File: config.mk
export PLATFORM = sky130hd
export DESIGN_NAME = twofish_qperm_pipe_flat
export DESIGN_NICKNAME = d
export VERILOG_FILES = /design/src/rtl/twofish_qperm_pipe_if.sv /design/src/rtl/twofish_qperm_pipe.sv /design/src/flat_wrapper.sv
export SDC_FILE = /design/constraint.sdc
export NUM_CORES = 1
export LEC_CHECK = 0
export CAP_MARGIN = 20
export CELL_PAD_IN_SITES_DETAIL_PLACEMENT = 1
export CELL_PAD_IN_SITES_GLOBAL_PLACEMENT = 1
export CORE_MARGIN = 3
export CORE_UTILIZATION = 39
export DETAILED_ROUTE_END_ITERATION = 6
export PLACE_DENSITY_LB_ADDON = 0.05
export RECOVER_POWER = 25
export SYNTH_ARGS = -nofsm -noshare
export SYNTH_HDL_FRONTEND = slang
export SYNTH_SLANG_ARGS = --single-unit
export TNS_END_PERCENT = 50
File: constraint.sdc
create_clock -name clk -period 2.2 [get_ports clk]
set_input_delay 0.44 -clock clk [delete_from_list [all_inputs] [get_ports clk]]
set_output_delay 0.44 -clock clk [all_outputs]
set_load 0.01 [all_outputs]
File: src/rtl/twofish_qperm_pipe_if.sv
// Handshake bundle for the Twofish q-permutation pipeline: input word stream,
// output word stream and the accepted-word counter.
interface twofish_qperm_pipe_if #(
    parameter int unsigned LANES = 4
);
    logic                 in_valid;
    logic                 in_ready;
    logic [8*LANES-1:0]   in_data;
    logic [LANES-1:0]     in_sel;
    logic                 out_valid;
    logic                 out_ready;
    logic [8*LANES-1:0]   out_data;
    logic [15:0]          out_cnt;

    modport master (
        output in_valid, in_data, in_sel, out_ready,
        input  in_ready, out_valid, out_data, out_cnt
    );

    modport slave (
        input  in_valid, in_data, in_sel, out_ready,
        output in_ready, out_valid, out_data, out_cnt
    );
endinterface

File: src/rtl/twofish_qperm_pipe.sv
// Two-stage pipelined Twofish q0/q1 byte permutation, one select bit per lane.
// Define QPERM_COUNT_EN to enable the 16-bit accepted-word counter on out_cnt.
module twofish_qperm_pipe #(
    parameter int unsigned LANES = 4
) (
    input  logic                 clk,
    input  logic                 rst,
    twofish_qperm_pipe_if.slave  bus
);
    localparam int unsigned W = 8 * LANES;

    // Indexed [q1][table t0..t3][nibble].
    localparam logic [3:0] TBL [2][4][16] = '{
        '{
            '{4'h8, 4'h1, 4'h7, 4'hD, 4'h6, 4'hF, 4'h3, 4'h2, 4'h0, 4'hB, 4'h5, 4'h9, 4'hE, 4'hC, 4'hA, 4'h4},
            '{4'hE, 4'hC, 4'hB, 4'h8, 4'h1, 4'h2, 4'h3, 4'h5, 4'hF, 4'h4, 4'hA, 4'h6, 4'h7, 4'h0, 4'h9, 4'hD},
            '{4'hB, 4'hA, 4'h5, 4'hE, 4'h6, 4'hD, 4'h9, 4'h0, 4'hC, 4'h8, 4'hF, 4'h3, 4'h2, 4'h4, 4'h7, 4'h1},
            '{4'hD, 4'h7, 4'hF, 4'h4, 4'h1, 4'h2, 4'h6, 4'hE, 4'h9, 4'hB, 4'h3, 4'h0, 4'h8, 4'h5, 4'hC, 4'hA}
        },
        '{
            '{4'h2, 4'h8, 4'hB, 4'hD, 4'hF, 4'h7, 4'h6, 4'hE, 4'h3, 4'h1, 4'h9, 4'h4, 4'h0, 4'hA, 4'hC, 4'h5},
            '{4'h1, 4'hE, 4'h2, 4'hB, 4'h4, 4'hC, 4'h3, 4'h7, 4'h6, 4'hD, 4'hA, 4'h5, 4'hF, 4'h9, 4'h0, 4'h8},
            '{4'h4, 4'hC, 4'h7, 4'h5, 4'h1, 4'h6, 4'h9, 4'hA, 4'h0, 4'hE, 4'hD, 4'h8, 4'h2, 4'hB, 4'h3, 4'hF},
            '{4'hB, 4'h9, 4'h5, 4'h1, 4'hC, 4'h3, 4'hD, 4'hE, 4'h6, 4'h4, 4'h7, 4'hF, 4'h2, 4'h0, 4'h8, 4'hA}
        }
    };

    function automatic logic [3:0] ror1(input logic [3:0] v);
        return {v[0], v[3:1]};
    endfunction

    // One mix-and-lookup round; k selects the table pair (t0/t1 or t2/t3).
    function automatic logic [7:0] q_round(input logic sel, input logic [1:0] k,
                                           input logic [3:0] a, input logic [3:0] b);
        logic [3:0] a_mix;
        logic [3:0] b_mix;
        a_mix = a ^ b;
        b_mix = a ^ ror1(b) ^ {a[0], 3'b000};
        return {TBL[sel][k][a_mix], TBL[sel][k + 2'd1][b_mix]};
    endfunction

    logic             s1_valid_q, s1_valid_d;
    logic [W-1:0]     s1_ab_q, s1_ab_d;
    logic [LANES-1:0] s1_sel_q, s1_sel_d;
    logic             out_valid_q, out_valid_d;
    logic [W-1:0]     out_data_q, out_data_d;
    logic             s1_load;
    logic             s2_load;
    logic [7:0]       r2;

    always_comb begin
        s2_load     = !out_valid_q || bus.out_ready;
        s1_load     = !s1_valid_q || s2_load;
        s1_valid_d  = s1_load ? bus.in_valid : s1_valid_q;
        out_valid_d = s2_load ? s1_valid_q : out_valid_q;
        s1_ab_d     = s1_ab_q;
        s1_sel_d    = s1_sel_q;
        out_data_d  = out_data_q;
        r2          = '0;
        if (s1_load && bus.in_valid) begin
            s1_sel_d = bus.in_sel;
            for (int unsigned i = 0; i < LANES; i++) begin
                s1_ab_d[8*i +: 8] = q_round(bus.in_sel[i], 2'd0,
                                            bus.in_data[8*i+4 +: 4], bus.in_data[8*i +: 4]);
            end
        end
        if (s2_load && s1_valid_q) begin
            for (int unsigned i = 0; i < LANES; i++) begin
                r2 = q_round(s1_sel_q[i], 2'd2, s1_ab_q[8*i+4 +: 4], s1_ab_q[8*i +: 4]);
                // Round result is {a4,b4}; the output byte puts b4 on top.
                out_data_d[8*i +: 8] = {r2[3:0], r2[7:4]};
            end
        end
    end

    always_ff @(posedge clk) begin
        if (rst) begin
            s1_valid_q  <= 1'b0;
            s1_ab_q     <= '0;
            s1_sel_q    <= '0;
            out_valid_q <= 1'b0;
            out_data_q  <= '0;
        end else begin
            s1_valid_q  <= s1_valid_d;
            s1_ab_q     <= s1_ab_d;
            s1_sel_q    <= s1_sel_d;
            out_valid_q <= out_valid_d;
            out_data_q  <= out_data_d;
        end
    end

    assign bus.in_ready  = s1_load;
    assign bus.out_valid = out_valid_q;
    assign bus.out_data  = out_data_q;

`ifdef QPERM_COUNT_EN
    logic [15:0] cnt_q, cnt_d;

    always_comb begin
        cnt_d = cnt_q;
        if (bus.in_valid && s1_load) begin
            cnt_d = cnt_q + 16'd1;
        end
    end

    always_ff @(posedge clk) begin
        if (rst) begin
            cnt_q <= '0;
        end else begin
            cnt_q <= cnt_d;
        end
    end

    assign bus.out_cnt = cnt_q;
`else
    assign bus.out_cnt = '0;
`endif
endmodule

File: src/flat_wrapper.sv
// flat-port wrapper written by rule: the top's interface ports become plain ports
module twofish_qperm_pipe_flat 
#(
    parameter int unsigned LANES = 4
)
  (clk, rst, bus_in_valid, bus_in_data, bus_in_sel, bus_out_ready, bus_in_ready, bus_out_valid, bus_out_data, bus_out_cnt);
  twofish_qperm_pipe_if #(.LANES(LANES)) bus_i ();
  input  logic clk;
  input  logic rst;
  input wire logic [$bits(bus_i.in_valid)-1:0] bus_in_valid;
  input wire logic [$bits(bus_i.in_data)-1:0] bus_in_data;
  input wire logic [$bits(bus_i.in_sel)-1:0] bus_in_sel;
  input wire logic [$bits(bus_i.out_ready)-1:0] bus_out_ready;
  output wire logic [$bits(bus_i.in_ready)-1:0] bus_in_ready;
  output wire logic [$bits(bus_i.out_valid)-1:0] bus_out_valid;
  output wire logic [$bits(bus_i.out_data)-1:0] bus_out_data;
  output wire logic [$bits(bus_i.out_cnt)-1:0] bus_out_cnt;
  assign bus_i.in_valid = bus_in_valid;
  assign bus_i.in_data = bus_in_data;
  assign bus_i.in_sel = bus_in_sel;
  assign bus_i.out_ready = bus_out_ready;
  assign bus_in_ready = bus_i.in_ready;
  assign bus_out_valid = bus_i.out_valid;
  assign bus_out_data = bus_i.out_data;
  assign bus_out_cnt = bus_i.out_cnt;
  twofish_qperm_pipe #(.LANES(LANES)) u_core (.clk(clk), .rst(rst), .bus(bus_i));
endmodule
==> impl_metrics.csv <==
group,metric,value,unit
synthesis,synth_top_area_frac,0.185,
timing,fin_hold_ws,0.478,ns
critical_path,r2r_end,"u_core.bus.out_data[0]",
clock_tree,clkTransAtPathRegs,0.06,ns
flow_run,maxCapViolations,0,
layout,drive_gt1_frac,0.199,
grt,track_usage,0.224,
timing,finalMaxSlewViolations,0,
floorplan,coreArea,18900,um^2
critical_path,crit_chain,"clkdlybuf4s50_1 -> xor2_2 -> ha_1 -> mux4_2 -> a211oi_2 -> a211oi_1",
critical_path,end_kind,"flop",
critical_path,rr_startpoint,"u_core.s1_ab_q[4]",
pwr,p_switching,0.00253,W
route,remaining_drc_errors,0,
pwr,power_frac_clock,0.246,
grt,grt_pass1_wl,40.4,mm
synthesis,syn_inst,987,
synthesis,synth-edff-count,0,
layout,nets,1277,
floorplan,start_util,0.400,
route,wl,24.1,mm
critical_path,r2r.worst_path.cells,6,
synthesis,synthMostInstantiatedCell,"nand2_1",
route,ant_nets,0,
synthesis,netlist_top_cells_area,"dfxtp_1 (19%), ha_1 (8.3%), xor2_1 (6.1%)",
timing,hold_viol_final,0,
synthesis,synth_common_cells,"nand2_1 (96), nor2_1 (93), a21oi_1 (83)",
place,dpl.hpwl,18.8,mm
grt,grt_pass1_vias,8059,
timing,worst_clock_skew,0.00636,ns
layout,utilization,0.530,
hold_path,min_from,"u_core.s1_sel_q[2]",
clock_tree,cts_sinks,70,
hold_path,min_to,"u_core.s1_sel_q[2]",
critical_path,cpMaxStageDelayCell,"clkdlybuf4s50_1",
synthesis,ys.flop_type,"dfxtp_1",
run_status,outcome,"finished, final reports clean",
synthesis,seq_area_frac_synth,0.185,
route,avgRoutedWirePerCell,16.6,um
grt,grt_max_degree,20,
pwr,p_sw_frac,0.396,
pwr,power_density,637,nW/um^2
floorplan,io_pins,90,
timing,worstMarginPinSlew,0.715,ns
clock_tree,cts_buffers,9,
critical_path,path_class,"input pin to flop",
synthesis,synth.distinct_cells,75,
floorplan,die-area,21100,um^2
clock_tree,clockBufferDepth,2,
clock_tree,h-tree-depth,3,
critical_path,path_max_fanout,4,
floorplan,die_h,145,um
clock_tree,cts_root_buf,"clkbuf_16",
synthesis,syn_area_per_cell,7.66,um^2
layout,antenna_cells,0,
place,io_buffers,73,
timing,rsz0062_at_grt,"true",
floorplan,dieWidth,145,um
clock_tree,cts_tree,"yes",
floorplan,num_rows,50,
clock_tree,postCtsHoldBufs,0,
layout,n_fill_cell,2356,
route,first_iter_violations,239,
timing,fmax,459,MHz
route,vias,7937,
pwr,p_leak,4.18,nW
grt,grt_overflow,0,
route,via_per_inst,5.47,
timing,fin_crit,2.18,ns
critical_path,cp.arrival,2.40,ns
synthesis,synth-seq-cells,70,
route,dr.pass1.iters,4,
critical_path,crit_path_start_kind,"input pin",
timing,fin_crit_sh,0.991,
synthesis,syn_area,7560,um^2
clock_tree,cts_setup_buffers,0,
critical_path,required,2.42,ns
hold_path,hp-class,"flop to flop",
synthesis,yosys_warnings,0,
hold_path,holdPathStages,2,
critical_path,cp_slowest_stage_delay,0.54,ns
critical_path,r2r_slack,0.26,ns
place,gp_congestion,0.837,
pwr,intPower,0.00386,W
synthesis,yosysTopAreaCell,"dfxtp_1",
clock_tree,clk_latency,0.34,ns
timing,setup_violations,0,
pwr,seqPwrFrac,0.245,
timing,relSlewSlack,0.520,
layout,area_growth,32.5,%
pwr,ir_drop,0.000362,V
grt,antenna_found_initial,0,
pwr,combinationalPowerShare,0.509,
synthesis,async_flop_share,0,
==> timing repair <==
action / 4_1_cts / 5_1_grt
pin swaps: 1 / 3
resized for setup: 4 / 17
endpoints found under the setup margin: 8 / 13
endpoints found under the hold margin: 0 / 0
==> cell families after synthesis <==
group,count (synthesis),share of synthesized area
AND/OR/NAND/NOR,289,0.167
other,1,0.000496
XOR/XNOR,127,0.178
buffers and inverters,102,0.0667
multiplexers,18,0.0303
adder cells (fa/ha/maj),53,0.0870
flip-flops,70,0.185
AO/OA/AOI/OAI,327,0.285
==> power groups by stage <==
stage	clock network, W	logic, W	registers, W
finish	0.00157	0.00325	0.00157
global route	0.00167	0.00360	0.00159
CTS	0.00160	0.00324	0.00157
detailed placement	0	0.00321	0.00160
global placement	0	0.00314	0.00159
floorplan	0	0.00209	0.00153
==> state kept, by name, summed over array words and instances (netlist names) <==
register              flops
u_core.s1_sel_q           4
u_core.s1_ab_q           32
u_core.bus.out_valid      1
u_core.s1_valid_q         1
u_core.bus.out_data      32
==> placed cells by master (no fill, tap or decap), types with 18 or more instances in the layout <==
cell type          n
o21ai_1           32
ha_1              50
xor2_1            50
o21ai_0           50
nand3_1           37
xnor2_1           51
nand2_1           96
nor3_1            36
clkdlybuf4s50_1   45
a21oi_1           83
buf_4            178
dlygate4sd3_1     21
a311oi_1          19
nor2_1            93
dfxtp_1           70
a211oi_1          18
==> worst max-delay path: cells and delay by family <==
kind / cells / cell delay [ns]
compound gates: 2 / 0.34
xor+xnor: 1 / 0.29
fa+ha+maj: 1 / 0.32
buf+inv: 1 / 0.54
mux: 1 / 0.47
==> worst max-delay path by stage <==
stage | start | endpoint | slack (ns) | depth (start not counted)
5_1_grt | bus_in_data[8] | u_core.s1_ab_q[15] | -0.07 | 8
3_3_place_gp | bus_in_data[4] | u_core.s1_ab_q[7] | -0.40 | 6
6_report | bus_in_data[8] | u_core.s1_ab_q[15] | 0.02 | 6
2_1_floorplan | bus_in_data[4] | u_core.s1_ab_q[7] | 0.05 | 6
4_1_cts | bus_in_data[0] | u_core.s1_ab_q[7] | -0.03 | 6
3_5_place_dp | bus_in_data[12] | u_core.s1_ab_q[15] | -0.48 | 6
==> metal layers <==
metal / global-route usage / up-vias / share of wire
met4: 0.0579 / 0 / 0.017
met5: 0 / - / 0
met1: 0.291 / 3805 / 0.46
li1: - / 3991 / -
met3: 0.0191 / 29 / 0.025
met2: 0.399 / 112 / 0.50
==> per-stage QoR <==
stage	area (um^2)	setup WS [ns]	setup TNS (ns)	total power [W]	instances
after floorplan	7620	0.0451	0	0.00362	1002
after global placement	9630	-0.403	-6.23	0.00474	1436
after detailed placement	9630	-0.478	-8.00	0.00481	1436
after CTS	9960	-0.0330	-0.0330	0.00641	1452
after global routing	10000	-0.0720	-0.0760	0.00686	1452
final	10000	0.0190	0	0.00639	1452
==> final cells by class <==
cell class	instances	area, um^2	share of cell area
clock buffer	12	267	0.0266
clock inverter	4	53.8	0.00537
inverter	22	82.6	0.00824
multi-input combinational	830	5780	0.577
sequential	70	1400	0.140
tap	260	325	0.0325
timing repair buffer	254	2110	0.211
No activity file was read; power rests on OpenSTA's default activity.
